File: config.mk
export PLATFORM = sky130hd
export DESIGN_NAME = alsu_keypad_entry_flat
export DESIGN_NICKNAME = d
export VERILOG_FILES = /design/src/rtl/alsu_keypad_entry_pkg.sv /design/src/rtl/alsu_keypad_entry_if.sv /design/src/rtl/alsu_keypad_entry_keypad_scan.sv /design/src/rtl/alsu_keypad_entry.sv /design/src/flat_wrapper.sv
export SDC_FILE = /design/constraint.sdc
export NUM_CORES = 1
export LEC_CHECK = 0
export CORE_AREA = 2 2 74 76
export CTS_CLUSTER_SIZE = 10
export DETAILED_ROUTE_END_ITERATION = 10
export DIE_AREA = 0 0 76 78
export MAX_ROUTING_LAYER = met4
export PLACE_DENSITY_LB_ADDON = 0.15
export SLEW_MARGIN = 20
export SYNTH_ARGS = -nofsm -noshare
export SYNTH_HDL_FRONTEND = slang
export SYNTH_HIERARCHICAL = 1
export SYNTH_SLANG_ARGS = --single-unit
File: constraint.sdc
create_clock -name clk -period 7.9 [get_ports clk]
set_input_delay 1.58 -clock clk [delete_from_list [all_inputs] [get_ports clk]]
set_output_delay 1.58 -clock clk [all_outputs]
set_load 0.005 [all_outputs]
File: src/rtl/alsu_keypad_entry_pkg.sv
// Shared types and helpers for the ALSU keypad front-end: entry states,
// special key codes, scan result and debouncer encodings.
package alsu_kp_pkg;

  typedef enum logic [1:0] {
    ENTER_A  = 2'd0,
    ENTER_B  = 2'd1,
    ENTER_OP = 2'd2,
    READY    = 2'd3
  } entry_state_e;

  localparam logic [3:0] KEY_EXEC = 4'hE;
  localparam logic [3:0] KEY_CLR  = 4'hF;

  typedef enum logic [1:0] {
    NONE  = 2'd0,
    KEY   = 2'd1,
    MULTI = 2'd2
  } scan_res_e;

  typedef enum logic {
    RELEASED = 1'b0,
    PRESSED  = 1'b1
  } deb_state_e;

  function automatic logic [2:0] count_lows(input logic [3:0] lows);
    logic [2:0] n;
    n = '0;
    for (int unsigned i = 0; i < 4; i++) n = n + {2'b00, lows[i]};
    return n;
  endfunction

  // Lowest asserted row wins; only meaningful when exactly one is set.
  function automatic logic [1:0] first_low(input logic [3:0] lows);
    logic [1:0] idx;
    idx = '0;
    for (int unsigned i = 0; i < 4; i++) if (lows[3-i]) idx = 2'(3 - i);
    return idx;
  endfunction

endpackage

File: src/rtl/alsu_keypad_entry_if.sv
// Keypad pins plus the command bundle presented to the ALSU.
interface alsu_kp_if;
  logic [3:0] row;
  logic [3:0] col;
  logic       key_valid;
  logic [3:0] key_code;
  logic [2:0] A;
  logic [2:0] B;
  logic [2:0] opcode;
  logic       cmd_valid;
  logic [1:0] entry_state;

  modport master (
    input  row,
    output col, key_valid, key_code, A, B, opcode, cmd_valid, entry_state
  );

  modport slave (
    output row,
    input  col, key_valid, key_code, A, B, opcode, cmd_valid, entry_state
  );
endinterface

File: src/rtl/alsu_keypad_entry_keypad_scan.sv
// 4x4 keypad scanner: row synchronizer, column drive, per-scan result and
// press/release debouncer producing one key_valid pulse per press.
module keypad_scan
  import alsu_kp_pkg::*;
#(
  parameter int unsigned SCAN_DIV       = 50000,
  parameter int unsigned DEBOUNCE_SCANS = 4
) (
  input  logic       clk,
  input  logic       rst,
  input  logic [3:0] i_row,
  output logic [3:0] o_col,
  output logic       o_key_valid,
  output logic [3:0] o_key_code
);
  localparam int unsigned DIV_W = $clog2(SCAN_DIV);
  localparam int unsigned CNT_W = $clog2(DEBOUNCE_SCANS + 1);

  logic [3:0]       r_row_s1, r_row_s2;
  logic [DIV_W-1:0] r_div;
  logic [1:0]       r_col;
  logic [2:0]       r_low_acc;
  logic [3:0]       r_acc_code;
  deb_state_e       r_deb, w_deb_nx;
  logic [CNT_W-1:0] r_cnt, w_cnt_nx;
  logic [3:0]       r_last, w_last_nx;
  logic             r_kv, w_kv_nx;
  logic [3:0]       r_code, w_code_nx;

  logic             w_sample, w_scan_end;
  logic [2:0]       w_col_cnt, w_sum, w_tot;
  logic [3:0]       w_code;
  scan_res_e        w_res;

  assign w_sample   = (r_div == DIV_W'(SCAN_DIV - 1));
  assign w_scan_end = w_sample && (r_col == 2'd3);
  assign w_col_cnt  = count_lows(~r_row_s2);
  assign w_sum      = r_low_acc + w_col_cnt;
  // Total low count saturates at 2: anything above one is MULTI anyway.
  assign w_tot      = (w_sum > 3'd2) ? 3'd2 : w_sum;
  assign w_code     = (w_col_cnt != 3'd0) ? {first_low(~r_row_s2), r_col} : r_acc_code;
  assign w_res      = (w_tot == 3'd0) ? NONE : ((w_tot == 3'd1) ? KEY : MULTI);

  assign o_col       = ~(4'b0001 << r_col);
  assign o_key_valid = r_kv;
  assign o_key_code  = r_code;

  always_ff @(posedge clk or posedge rst) begin
    if (rst) begin
      r_row_s1   <= '1;
      r_row_s2   <= '1;
      r_div      <= '0;
      r_col      <= '0;
      r_low_acc  <= '0;
      r_acc_code <= '0;
    end else begin
      r_row_s1 <= i_row;
      r_row_s2 <= r_row_s1;
      if (w_sample) begin
        r_div <= '0;
        r_col <= r_col + 2'd1;
        if (r_col == 2'd3) begin
          r_low_acc  <= '0;
          r_acc_code <= '0;
        end else begin
          r_low_acc  <= w_tot;
          r_acc_code <= w_code;
        end
      end else begin
        r_div <= r_div + DIV_W'(1);
      end
    end
  end

  always_comb begin
    w_deb_nx  = r_deb;
    w_cnt_nx  = r_cnt;
    w_last_nx = r_last;
    w_kv_nx   = 1'b0;
    w_code_nx = r_code;
    if (w_scan_end) begin
      case (r_deb)
        RELEASED: begin
          if (w_res == KEY) begin
            w_cnt_nx  = (r_cnt != '0 && w_code == r_last) ? r_cnt + CNT_W'(1) : CNT_W'(1);
            w_last_nx = w_code;
            if (w_cnt_nx == CNT_W'(DEBOUNCE_SCANS)) begin
              w_kv_nx   = 1'b1;
              w_code_nx = w_code;
              w_deb_nx  = PRESSED;
              w_cnt_nx  = '0;
            end
          end else begin
            w_cnt_nx = '0;
          end
        end
        PRESSED: begin
          if (w_res == NONE) begin
            w_cnt_nx = r_cnt + CNT_W'(1);
            if (w_cnt_nx == CNT_W'(DEBOUNCE_SCANS)) begin
              w_deb_nx = RELEASED;
              w_cnt_nx = '0;
            end
          end else begin
            w_cnt_nx = '0;
          end
        end
        default: w_deb_nx = RELEASED;
      endcase
    end
  end

  always_ff @(posedge clk or posedge rst) begin
    if (rst) begin
      r_deb  <= RELEASED;
      r_cnt  <= '0;
      r_last <= '0;
      r_kv   <= 1'b0;
      r_code <= '0;
    end else begin
      r_deb  <= w_deb_nx;
      r_cnt  <= w_cnt_nx;
      r_last <= w_last_nx;
      r_kv   <= w_kv_nx;
      r_code <= w_code_nx;
    end
  end

endmodule

File: src/rtl/alsu_keypad_entry.sv
// ALSU keypad front-end: keypad scanner plus the A/B/opcode entry state
// machine that issues a held command with a one-cycle cmd_valid strobe.
module alsu_keypad_entry
  import alsu_kp_pkg::*;
#(
  parameter int unsigned SCAN_DIV       = 50000,
  parameter int unsigned DEBOUNCE_SCANS = 4
) (
  input  logic      clk,
  input  logic      rst,
  alsu_kp_if.master bus
);
  logic [3:0]   w_col;
  logic         w_kv;
  logic [3:0]   w_key_code;
  entry_state_e r_state, w_state_nx;
  logic [2:0]   r_A, r_B, r_op, w_A_nx, w_B_nx, w_op_nx;
  logic         r_cmd, w_cmd_nx;

  keypad_scan #(
    .SCAN_DIV      (SCAN_DIV),
    .DEBOUNCE_SCANS(DEBOUNCE_SCANS)
  ) u_scan (
    .clk        (clk),
    .rst        (rst),
    .i_row      (bus.row),
    .o_col      (w_col),
    .o_key_valid(w_kv),
    .o_key_code (w_key_code)
  );

  always_comb begin
    w_state_nx = r_state;
    w_A_nx     = r_A;
    w_B_nx     = r_B;
    w_op_nx    = r_op;
    w_cmd_nx   = 1'b0;
    if (w_kv) begin
      if (w_key_code == KEY_CLR) begin
        w_state_nx = ENTER_A;
      end else begin
        case (r_state)
          ENTER_A:  if (!w_key_code[3]) begin w_A_nx  = w_key_code[2:0]; w_state_nx = ENTER_B;  end
          ENTER_B:  if (!w_key_code[3]) begin w_B_nx  = w_key_code[2:0]; w_state_nx = ENTER_OP; end
          ENTER_OP: if (!w_key_code[3]) begin w_op_nx = w_key_code[2:0]; w_state_nx = READY;    end
          READY:    if (w_key_code == KEY_EXEC) begin w_cmd_nx = 1'b1; w_state_nx = ENTER_A; end
          default:  w_state_nx = ENTER_A;
        endcase
      end
    end
  end

  always_ff @(posedge clk or posedge rst) begin
    if (rst) begin
      r_state <= ENTER_A;
      r_A     <= '0;
      r_B     <= '0;
      r_op    <= '0;
      r_cmd   <= 1'b0;
    end else begin
      r_state <= w_state_nx;
      r_A     <= w_A_nx;
      r_B     <= w_B_nx;
      r_op    <= w_op_nx;
      r_cmd   <= w_cmd_nx;
    end
  end

  assign bus.col         = w_col;
  assign bus.key_valid   = w_kv;
  assign bus.key_code    = w_key_code;
  assign bus.A           = r_A;
  assign bus.B           = r_B;
  assign bus.opcode      = r_op;
  assign bus.cmd_valid   = r_cmd;
  assign bus.entry_state = r_state;

endmodule

File: src/flat_wrapper.sv
// flat-port wrapper written by rule: the top's interface ports become plain ports
module alsu_keypad_entry_flat import alsu_kp_pkg::*;
#(
  parameter int unsigned SCAN_DIV       = 50000,
  parameter int unsigned DEBOUNCE_SCANS = 4
)
  (clk, rst, bus_row, bus_col, bus_key_valid, bus_key_code, bus_A, bus_B, bus_opcode, bus_cmd_valid, bus_entry_state);
  alsu_kp_if bus_i ();
  input  logic clk;
  input  logic rst;
  input wire logic [$bits(bus_i.row)-1:0] bus_row;
  output wire logic [$bits(bus_i.col)-1:0] bus_col;
  output wire logic [$bits(bus_i.key_valid)-1:0] bus_key_valid;
  output wire logic [$bits(bus_i.key_code)-1:0] bus_key_code;
  output wire logic [$bits(bus_i.A)-1:0] bus_A;
  output wire logic [$bits(bus_i.B)-1:0] bus_B;
  output wire logic [$bits(bus_i.opcode)-1:0] bus_opcode;
  output wire logic [$bits(bus_i.cmd_valid)-1:0] bus_cmd_valid;
  output wire logic [$bits(bus_i.entry_state)-1:0] bus_entry_state;
  assign bus_i.row = bus_row;
  assign bus_col = bus_i.col;
  assign bus_key_valid = bus_i.key_valid;
  assign bus_key_code = bus_i.key_code;
  assign bus_A = bus_i.A;
  assign bus_B = bus_i.B;
  assign bus_opcode = bus_i.opcode;
  assign bus_cmd_valid = bus_i.cmd_valid;
  assign bus_entry_state = bus_i.entry_state;
  alsu_keypad_entry #(.SCAN_DIV(SCAN_DIV), .DEBOUNCE_SCANS(DEBOUNCE_SCANS)) u_core (.clk(clk), .rst(rst), .bus(bus_i));
endmodule
==> reports/metrics.csv <==
metric,value,unit
drt-initial-drc-count,128,
finalHoldViolCount,0,
critPathKind,reg -> reg,
area_growth,17.25,%
yosys-top-cells-area,"dfrtp_1 42%, dfstp_2 7.1%, ha_1 6.8%",
worst_pin_slew,602.7,ps
drc,0,
grt.total_usage,0.2179,
synthArstFlopShare,1.000,
start_util,0.5839,
muxShareOfSynthArea,0.06035,
gp_congestion,0.7955,
cp_max_fo,7,
grt_pass1_vias,1985,
ys_warn_count,6,
p_leak,1.577,nW
fin_tns_setup,0,ps
synth_compound_area_frac,0.09775,
cts_resized,0,
synth_seq_cells,58,
antenna_cells,0,
ys.flop_type,dfrtp_1,
hold_ws,357.8,ps
antenna_left,0,
regArea,1461,µm²
clockBufferDepth,2,
ctsHoldBuffers,0,
rows,26,
layout_setup_ws,4029,ps
cts_root_buf,clkbuf_8,
rsz0062_at_grt,false,
htree_levels,3,
vias,1958,
die_h,78,µm
synth_top_family_by_area,simple AND/OR/NAND/NOR gates,
synth_adder_area_share,0.08160,
synth_cell_types,56,
port_buffers,26,
status,"finished, final reports clean",
coreArea,5042,µm²
grt-ovfl-total,0,
drt-total-wl,5419,µm
synth_edf_count,0,
place_ws,4045,ps
grt_max_degree,47,
max_freq,258.3,MHz
multi_input_area,1383,µm²
clk_pin_slew,60,ps
synthSimpleGateAreaFrac,0.1721,
n_fill_cell,416,
hp-class,reg -> reg,
ys_seq_area_frac,0.4964,
cts.sinks,58,
ioPinCount,27,
fin_util,0.6846,
synth.net_count,281,
antenna_found_initial,0,
finalClockSkew,5.340,ps
min_period,3871,ps
grt_first_pass_wirelength,9563,µm
cap_viol_max_count,0,
synth_cells,257,
drv_slew,0,
wl_per_cell,14.81,µm
timing.final.crit_share,0.4901,
drive_above_1_share,0.1622,
die_w,76,µm
postCtsSetupRepairBufs,0,
clk_latency,330,ps
post_drt_via_cell_ratio,5.350,
critPathRequiredTime,8120,ps
ir_worst_vdd,0.09373,mV
start_kind,register,
nNetsFinal,316,
cts-buffers-inserted,9,
synth_top_cell_area_share,0.4250,
synth_top_area_cell,dfrtp_1,
worstPathArrival,4090,ps
cp-end-kind,register,
dr.pass1.iters,4,
relSlewSlack,0.5925,
dieArea,5928,µm²
synth-xor-area-share,0.05567,
setup_violations,0,
power_density,166.2,nW/µm²
syn_area_per_cell,11.46,µm²
syn_area,2944,µm²
cts_tree,yes,
dp_hpwl,3905,µm
registers in the layout, indices dropped and copies added, names as in the netlist:
name	flops
u_core/bus.opcode	3
u_core/u_scan/r_div	16
u_core/u_scan/r_row_s2	4
u_core/bus.B	3
u_core/u_scan/r_cnt	3
u_core/u_scan/o_key_valid	1
u_core/u_scan/r_last	4
u_core/bus.cmd_valid	1
u_core/u_scan/r_col	2
u_core/bus.entry_state	2
u_core/u_scan/r_acc_code	4
u_core/bus.A	3
u_core/u_scan/r_row_s1	4
u_core/u_scan/r_low_acc	3
u_core/u_scan/o_key_code	4
u_core/u_scan/r_deb	1
cells by family after synthesis:
| kind of cell | count (synthesis) |
|---|---|
| AO/OA/AOI/OAI | 36 |
| buffers and inverters | 24 |
| AND/OR/NAND/NOR | 89 |
| XOR/XNOR | 17 |
| multiplexers | 15 |
| adder cells (fa/ha/maj) | 18 |
| flip-flops | 58 |
through the flow:
| stage | cells | area, µm² | total power [mW] |
|---|---|---|---|
| after CTS | 366 | 3452 | 0.5825 |
| after floorplan | 257 | 2944 | 0.3331 |
| after global routing | 366 | 3452 | 0.6001 |
| final | 366 | 3452 | 0.5739 |
| after detailed placement | 351 | 3282 | 0.3412 |
| after global placement | 351 | 3282 | 0.3402 |
critical path, stage by stage (launching register included):
cell      delay (ps)
dfstp_2          390
fa_1             540
inv_1             40
ha_1             170
ha_1             360
or4b_1           550
a21boi_1         160
o22ai_1          110
or4_4            580
nor4b_4          500
mux2_4           340
path summary, 6_finish.rpt:
kind / start / endpoint / slack [ps] / cells past startpoint
setup / recovery: u_core/u_scan/r_row_s2[0]$_DFF_PP1_ / u_core/u_scan/o_key_code[2]$_DFFE_PP0P_ / 4030 / 10
hold / removal: u_core/u_scan/r_row_s1[1]$_DFF_PP1_ / u_core/u_scan/r_row_s2[1]$_DFF_PP1_ / 360 / 0
setup reg to reg: u_core/u_scan/r_row_s2[0]$_DFF_PP1_ / u_core/u_scan/o_key_code[2]$_DFFE_PP0P_ / 4030 / 10
hold reg to reg: u_core/u_scan/r_row_s1[1]$_DFF_PP1_ / u_core/u_scan/r_row_s2[1]$_DFF_PP1_ / 360 / 0
max in group asynchronous: rst / u_core/u_scan/r_div[0]$_DFF_PP0_ / 5790 / 3
min in group asynchronous: rst / u_core/bus.opcode[0]$_DFFE_PP0P_ / 1590 / 2
routing by layer:
layer	vias up	share of wire	GRT usage
li1	965	-	-
met1	965	0.48	0.2693
met2	20	0.48	0.3384
met3	8	0.027	0.07093
met4	0	0.013	0.08182
met5	-	0	-
power by group:
group          internal (mW)  leakage, nW  total, mW  switching [mW]
Sequential             0.301        0.769      0.302         0.00157
Combinational         0.0111        0.716     0.0331          0.0220
Clock                  0.127       0.0920      0.238           0.111
Total                  0.439         1.58      0.574           0.134
area by class of cell:
cell class,instances,share of cell area
inverter,20,0.02175
sequential,58,0.4233
multi-input combinational,175,0.4005
timing repair buffer,28,0.07974
clock inverter,3,0.004349
tap,70,0.02537
clock buffer,12,0.04494
synthesized netlist by cell type, types with 3 or more instances:
| library cell | instances |
|---|---|
| inv_1 | 20 |
| mux2_2 | 10 |
| dfstp_2 | 8 |
| nor3_1 | 3 |
| ha_1 | 16 |
| xnor2_1 | 5 |
| xor2_1 | 11 |
| mux2_4 | 3 |
| nand4_1 | 4 |
| nor2_1 | 22 |
| a31oi_1 | 3 |
| nand2_1 | 24 |
| a21oi_1 | 3 |
| or4b_1 | 3 |
| o31ai_1 | 5 |
| nand3_1 | 11 |
| o21ai_0 | 7 |
| a22o_1 | 3 |
| dfrtp_1 | 50 |
placed cells by master, fill, tap and decap left out, types with 3 or more instances in the layout:
cell	n
o31ai_1	5
o21ai_0	7
dfstp_2	8
ha_1	16
nor3_1	3
a22o_1	3
mux2_4	3
xor2_1	11
nand2_1	24
mux2_2	10
clkinv_2	3
xnor2_1	5
nand3_1	11
a21oi_1	3
a31oi_1	3
dfrtp_1	50
clkbuf_8	11
nand4_1	4
inv_1	19
clkdlybuf4s50_1	26
nor2_1	22
or4b_1	3
No activity file was read; power rests on OpenSTA's default activity.
